**src/rtl/mem_bus_arbiter.sv**
```systemverilog
// mem_bus_arbiter
//   Single-port memory arbiter between the 6502 core and a debug/loader port.
//   Every access runs IDLE -> ACCESS -> RESP -> IDLE, and ACCESS lasts
//   WAIT_STATES+1 cycles. The CPU has priority. After CPU_BURST_MAX CPU grants
//   in a row while dbg_req is pending, the next grant goes to the debug port.
//
// Optional feature macro: MEM_ARB_ROM_PROTECT_EN
//   A CPU write at or above ROM_BASE is sequenced normally but never strobes
//   mem_we, and it sets the sticky rom_wr_err flag. Debug writes always
//   reach memory.
//
// Ports
//   ph1, reset           clock; synchronous active-low reset
//   cpu_*                CPU request/we/addr/wdata in; rdata/ack out
//   dbg_*                debug request/we/addr/wdata in; rdata/ack out
//   mem_en/we/addr/wdata registered memory controls; mem_rdata in
//   owner                last-granted requester (0 = CPU, 1 = debug)
//   rom_wr_err           sticky blocked-ROM-write flag (feature builds only)

module mem_bus_arbiter #(
    parameter int unsigned WAIT_STATES   = 1,
    parameter int unsigned CPU_BURST_MAX = 8,
    parameter logic [15:0] ROM_BASE      = 16'hF000
) (
    input  logic        ph1,
    input  logic        reset,
    input  logic        cpu_req,
    input  logic        cpu_we,
    input  logic [15:0] cpu_addr,
    input  logic [7:0]  cpu_wdata,
    output logic [7:0]  cpu_rdata,
    output logic        cpu_ack,
    input  logic        dbg_req,
    input  logic        dbg_we,
    input  logic [15:0] dbg_addr,
    input  logic [7:0]  dbg_wdata,
    output logic [7:0]  dbg_rdata,
    output logic        dbg_ack,
    output logic        mem_en,
    output logic        mem_we,
    output logic [15:0] mem_addr,
    output logic [7:0]  mem_wdata,
    input  logic [7:0]  mem_rdata,
    output logic        owner
`ifdef MEM_ARB_ROM_PROTECT_EN
   ,output logic        rom_wr_err
`endif
);

    localparam logic [3:0] WS        = 4'(WAIT_STATES);
    localparam logic [7:0] BURST_MAX = 8'(CPU_BURST_MAX);
`ifdef MEM_ARB_ROM_PROTECT_EN
    localparam bit ROM_PROTECT = 1'b1;
`else
    localparam bit ROM_PROTECT = 1'b0;
`endif

    typedef enum logic [1:0] {IDLE, ACCESS, RESP} state_t;

    state_t      state;
    logic [3:0]  wcnt;
    logic [7:0]  burst_cnt;
    logic        lat_we;     // latched direction; kept separate from mem_we so a
                             // blocked ROM write still skips the rdata capture

    logic        dbg_win;
    logic        sel_we;
    logic        rom_block;

    // Debug wins when it is the only requester, or when the CPU burst limit has been reached.
    assign dbg_win   = dbg_req && (!cpu_req || burst_cnt == BURST_MAX);
    assign sel_we    = dbg_win ? dbg_we : cpu_we;
    assign rom_block = ROM_PROTECT && !dbg_win && cpu_we && (cpu_addr >= ROM_BASE);

    always_ff @(posedge ph1) begin
        if (!reset) begin
            state     <= IDLE;
            wcnt      <= '0;
            burst_cnt <= '0;
            lat_we    <= 1'b0;
            owner     <= 1'b0;
            mem_en    <= 1'b0;
            mem_we    <= 1'b0;
            mem_addr  <= '0;
            mem_wdata <= '0;
            cpu_rdata <= '0;
            dbg_rdata <= '0;
            cpu_ack   <= 1'b0;
            dbg_ack   <= 1'b0;
`ifdef MEM_ARB_ROM_PROTECT_EN
            rom_wr_err <= 1'b0;
`endif
        end else begin
            cpu_ack <= 1'b0;
            dbg_ack <= 1'b0;
            case (state)
                IDLE: begin
                    if (cpu_req || dbg_req) begin
                        owner     <= dbg_win;
                        mem_addr  <= dbg_win ? dbg_addr  : cpu_addr;
                        mem_wdata <= dbg_win ? dbg_wdata : cpu_wdata;
                        lat_we    <= sel_we;
                        mem_we    <= sel_we && !rom_block;
                        mem_en    <= 1'b1;
                        wcnt      <= WS;
                        state     <= ACCESS;
                        // Count only the CPU grants that keep a waiting debug request waiting.
                        if (dbg_win || !dbg_req)
                            burst_cnt <= '0;
                        else if (burst_cnt != BURST_MAX)
                            burst_cnt <= burst_cnt + 8'd1;
`ifdef MEM_ARB_ROM_PROTECT_EN
                        if (rom_block)
                            rom_wr_err <= 1'b1;
`endif
                    end
                end
                ACCESS: begin
                    if (wcnt == 4'd0) begin
                        mem_en <= 1'b0;
                        mem_we <= 1'b0;
                        state  <= RESP;
                        if (!lat_we) begin
                            if (owner) dbg_rdata <= mem_rdata;
                            else       cpu_rdata <= mem_rdata;
                        end
                        // Set the ack on entry to RESP, so it is high for exactly the RESP cycle.
                        if (owner) dbg_ack <= 1'b1;
                        else       cpu_ack <= 1'b1;
                    end else begin
                        wcnt <= wcnt - 4'd1;
                    end
                end
                RESP:    state <= IDLE;
                default: state <= IDLE;
            endcase
        end
    end

endmodule

```
**config.mk**
```make
export PLATFORM = sky130hd
export DESIGN_NAME = mem_bus_arbiter
export DESIGN_NICKNAME = d
export VERILOG_FILES = /design/src/rtl/mem_bus_arbiter.sv
export SDC_FILE = /design/constraint.sdc
export NUM_CORES = 1
export LEC_CHECK = 0
export ABC_AREA = 1
export CORE_AREA = 8 8 91 93
export DETAILED_ROUTE_END_ITERATION = 8
export DIE_AREA = 0 0 99 101
export GPL_TIMING_DRIVEN = 0
export PLACE_DENSITY = 0.74
export SETUP_SLACK_MARGIN = 0.15
export SLEW_MARGIN = 25
export SYNTH_ARGS = -nofsm -noshare
export SYNTH_HDL_FRONTEND = slang
export SYNTH_SLANG_ARGS = --single-unit
```
**constraint.sdc**
```tcl
create_clock -name ph1 -period 3 [get_ports ph1]
set_input_delay 0.6 -clock ph1 [delete_from_list [all_inputs] [get_ports ph1]]
set_output_delay 0.6 -clock ph1 [all_outputs]
set_load 0.01 [all_outputs]
```
# Word level (Yosys, flattened, before mapping)
# Cells that the tools add are included.
dict set report totals {
  mem_bits_rw 0
  n_memories 0
  out_inout_bits 45
  latchBits 0
  romBits 0
  in_bits 62
  ff_bits 60
  wordCells 59
}
dict set report op_classes {
  mux 18
  n_shift 0
  order_cmp 0
  multipliers 0
  addsub 2
  n_div 0
  n_bitwise 2
  eq_ne 6
  n_reduce_logical 18
}
# cell n
set op_table {}
lappend op_table {{$mux W8} 3}
lappend op_table {{$mux W16} 1}
lappend op_table {{$reduce_and A3 Y1} 4}
lappend op_table {{$add A8 B1 Y8 const B} 1}
lappend op_table {{$eq A8 B4 Y1 const B} 1}
lappend op_table {{$mux W4} 2}
lappend op_table {{$ne A8 B4 Y1 const B} 1}
lappend op_table {{$pmux W4 S2} 1}
lappend op_table {{$reduce_and A4 Y1} 2}
lappend op_table {{$mux W1} 6}
lappend op_table {{$ne A2 B2 Y1 const B} 3}
lappend op_table {{$logic_not A4 Y1} 1}
lappend op_table {{$mux W2} 2}
lappend op_table {{$pmux W1 S2} 2}
lappend op_table {{$pmux W2 S2} 1}
lappend op_table {{$reduce_and A2 Y1} 2}
lappend op_table {{$reduce_bool A2 Y1} 2}
lappend op_table {{$sub A4 B1 Y4 const B} 1}
lappend op_table {{$logic_or A1 B1 Y1} 3}
lappend op_table {{$eq A2 B1 Y1 const B} 1}
lappend op_table {{$logic_not A1 Y1} 2}
lappend op_table {{$logic_not A2 Y1} 1}
lappend op_table {{$not A1 Y1} 2}
lappend op_table {{$logic_and A1 B1 Y1} 1}

# Logic depth before layout (Yosys ltp)
dict set report logic_depth {
  word_depth 6
  mapped_depth 10
  mapped_depth_nobuf 9
}

# Worst setup path before layout
# Ideal clock, no wire load.
dict set report synth_timing {
  path_type {input -> register}
  start {input dbg_req}
  end {register lat_we}
  setup_slack_ns 1.437
  n_path_buf 2
  setup_ns 0.058
  required_ns 2.942
  arrival_ns 1.504
  cell_stages 9
  path_cell_list {buf_4 -> inv_2 -> nand2_1 -> nand2_4 -> nand2_1 -> inv_2 -> buf_2 -> nand2_1 -> nand2_1}
}
dict set report synth_via {
  elab_chain_len 2
  word_cells_on_any_way 4
  classes_between {mux: 1; reduce/logical: 3}
}
# element line_no
set synth_lines {}
lappend synth_lines {{start: declaration} 33} ;# input logic dbg_req,
lappend synth_lines {{$logic_and A1 B1 Y1 / $logic_or A1 B1 Y1 (equally long branches)} {71, 98}}
lappend synth_lines {{$mux W1 / $reduce_and A2 Y1 (equally long branches)} --}
lappend synth_lines {{end signal: assignment} 102} ;# lat_we <= sel_we;
lappend synth_lines {{end: declaration} 63} ;# logic lat_we;
# Parallel ways exist; a longest one is shown, timed or not.
# A chain may end at the register's enable or synchronous reset.

# Worst setup path after layout
dict set report layout_timing {
  start {register owner}
  end {output owner}
}
# element line_no
set layout_rtl {}
lappend layout_rtl {{start: declaration} 44} ;# output logic owner
lappend layout_rtl {{start signal: assignment} 99} ;# owner <= dbg_win;
# No word-level cell between the ends.

==> impl_metrics.tcl <==
set metrics [dict create \
    rows 31 \
    hold_path.class "flip-flop to flip-flop" \
    synth-edff-count 0 \
    grt_overflow 0 \
    syn_nets 442 \
    syn_avg_cell_area_um2 7.151 \
    ys_warn_count 0 \
    final_max_slew_viol_count 0 \
    rrSetupSlack_ns 1.32 \
    synth_top_area_share_pct 44.67 \
    yosys.area.top_type "dfxtp_1" \
    hold_depth 2 \
    r2r_start "wcnt[0]" \
    grt_max_degree 13 \
    ys.flop_type "dfxtp_1" \
    yosysMostFrequentCell "nand2_1" \
    vdd.ir_drop.worst_uv 291.4 \
    power.leakage_nw 1.745 \
    antenna_found_initial 0 \
    port_buffers 105 \
    rsz0062_at_grt "no" \
    critPathTopFamily "buffers and inverters" \
    setup_tns_ns 0 \
    fin_crit_ns 1.871 \
    fp.coreArea_um2 6943 \
    syn-instance-count 376 \
    grt_pass1_wl_um 12130 \
    dr.pass1.iters 4 \
    drc 0 \
    ant_nets 0 \
    grt_pass1_vias 2713 \
    pin_count 107 \
    worst_path_max_delay_cell "clkdlybuf4s50_1" \
    die_w_um 99 \
    cts_made_buffers 9 \
    tightestPinTransition_ns 0.4738 \
    place_inst 563 \
    synthesis.area_um2 2689 \
    areaGrowthSynthToFinish_pct 49.42 \
    finalPower_w 0.002097 \
    gp_congestion 0.7873 \
    hold_violations 0 \
    crit_path_end_kind "output pin" \
    via_per_inst 4.615 \
    path_buf_inv 1 \
    worstHoldStart "dbg_rdata[4]" \
    instances_no_fill 579 \
    worstSkewPairLatency_ns 0.34 \
    start_util_pct 38.73 \
    ys_top_cells_by_count "nand2_1, dfxtp_1, inv_1" \
    status "completed" \
    grt_usage_pct 15.12 \
    synth-seq-area-share_pct 44.67 \
    post-dp-hpwl_um 5646 \
    async_flop_share_pct 0 \
    num_antenna_cells 0 \
    cts_buffer_depth 2 \
    post_cts_buffers 0 \
    cpPeakStageDelay_ns 0.56 \
    synth.area.top_cells "dfxtp_1, nand2_1, inv_1" \
    die_h_um 101 \
    cp_max_fo 4 \
    fin_ws_ns 1.129 \
    cp.arrival_ns 1.27 \
    clock-sinks 60 \
    die_area_um2 9999 \
    drive_gt1_share_pct 6.841 \
    cap_violations 0 \
    drtIter0Drc 51 \
    ys_seq_elements 60 \
    setup.worst_path.start_class "flip-flop" \
    cts_root_buf "clkbuf_8" \
    synth_cell_types 24 \
    path_cells "clkdlybuf4s50_1" \
    post-route-period-util_pct 62.37 \
    crit_required_ns 2.40 \
    wl_per_cell_um 12.62 \
    holdBufCountCts 0 \
    reg2reg_to "dbg_rdata[0]" \
    setup_viol 0 \
    p_per_area_nw_per_um2 522.0 \
    slew_headroom_pct 68.42 \
    clock_skew_ns 0.009062 \
    vias 2672 \
    post-place-ws_ns 0.8528 \
    nNetsFinal 558 \
    fmax_ghz 0.5344 \
    critPathKind "flip-flop to output pin" \
    cts_tree "done" \
    wl_um 7307 \
    cts_max_level 3 \
    ff2ff_path_depth 8 \
    cts_resized 0 \
    cts.reportedPaths.clkPinSlew_ns 0.08 \
    hold_end "dbg_rdata[4]" \
]
-- final cells by class --
type                            instances  area (um^2)
Fill cell                             679         2925
Inverter                               53        198.9
Clock buffer                            9        123.9
Multi-Input combinational cell        248         1196
Tap cell                               82        102.6
Sequential cell                        60         1201
Timing Repair Buffer                  105         1051
Buffer                                 15        92.59
Clock inverter                          7        51.30
-- cell families (layout without fill, tap and decap cells) --
group                    Yosys count  after routing  synth area share [%]
XOR/XNOR                           3              3                0.9774
buffers and inverters             68            189                 10.84
adder cells (fa/ha/maj)            4              4                 1.861
flip-flops                        60             60                 44.67
AND/OR/NAND/NOR                  196            196                 32.57
AO/OA/AOI/OAI                     45             45                 9.074
-- where the power goes --
| part | leakage, nW | switching [W] | internal (W) | total, W |
|---|---|---|---|---|
| clock network | 0.0856 | 0.000342 | 0.000301 | 0.000644 |
| logic | 1.17 | 0.000253 | 0.000273 | 0.000526 |
| registers | 0.491 | 0.0000454 | 0.000882 | 0.000928 |
| total | 1.74 | 0.000640 | 0.00146 | 0.00210 |
-- routing by layer --
| layer | part of all wire [%] | vias to the layer above | GRT usage, % |
|---|---|---|---|
| met5 | 0 | - | 0 |
| met4 | 1.9 | 0 | 7.320 |
| met3 | 7.5 | 14 | 5.801 |
| met2 | 47 | 75 | 24.43 |
| met1 | 44 | 1175 | 17.15 |
| li1 | - | 1408 | - |
-- cells in the final DEF (no fill, tap or decap), types with 3 or more instances in the layout --
master	synthesis	routed
nand2_1	114	114
clkdlybuf4s50_1	0	105
dfxtp_1	60	60
inv_1	51	51
nand3_1	37	37
o21ai_0	21	21
nor2_1	19	19
a21oi_1	19	19
nand3b_1	15	15
clkbuf_8	0	9
buf_2	5	5
clkbuf_1	4	4
buf_4	4	4
nor3_1	4	4
ha_1	4	4
xor2_1	3	3
-- stage by stage --
step | utilization [%] | area (um^2) | hold WS [ns]
global route | 57.87 | 4018 | 0.4699
global placement | 55.34 | 3842 | 0.4330
CTS | 57.87 | 4018 | 0.4512
floorplan | - | 2689 | 0.4268
detailed placement | 55.34 | 3842 | 0.4395
finish | 57.87 | 4018 | 0.4461
-- sequential cells by signal, summed over array words and instances, names as in the netlist, 2 cells and up --
| register | flops |
|---|---|
| wcnt | 4 |
| cpu_rdata | 8 |
| mem_wdata | 8 |
| burst_cnt | 8 |
| mem_addr | 16 |
| dbg_rdata | 8 |
| state | 2 |
-- worst max-delay path by stage --
stage / from / to / cells after the start
after CTS: owner / owner / 1
after global routing: cpu_req / mem_wdata[6] / 8
after floorplan: dbg_req / lat_we / 9
after detailed placement: cpu_req / mem_addr[2] / 8
final: owner / owner / 1
after global placement: cpu_req / mem_addr[0] / 8
-- worst reg2reg max path, cell delays in order (launching register included) --
cell and delay [ns]:
dfxtp_1 0.32, inv_1 0.11, ha_1 0.16, nand2_1 0.07, nor2_1 0.20, nand3_1 0.23
buf_2 0.25, o21ai_0 0.18, a21oi_1 0.06
(Power assumes the default switching activity.)
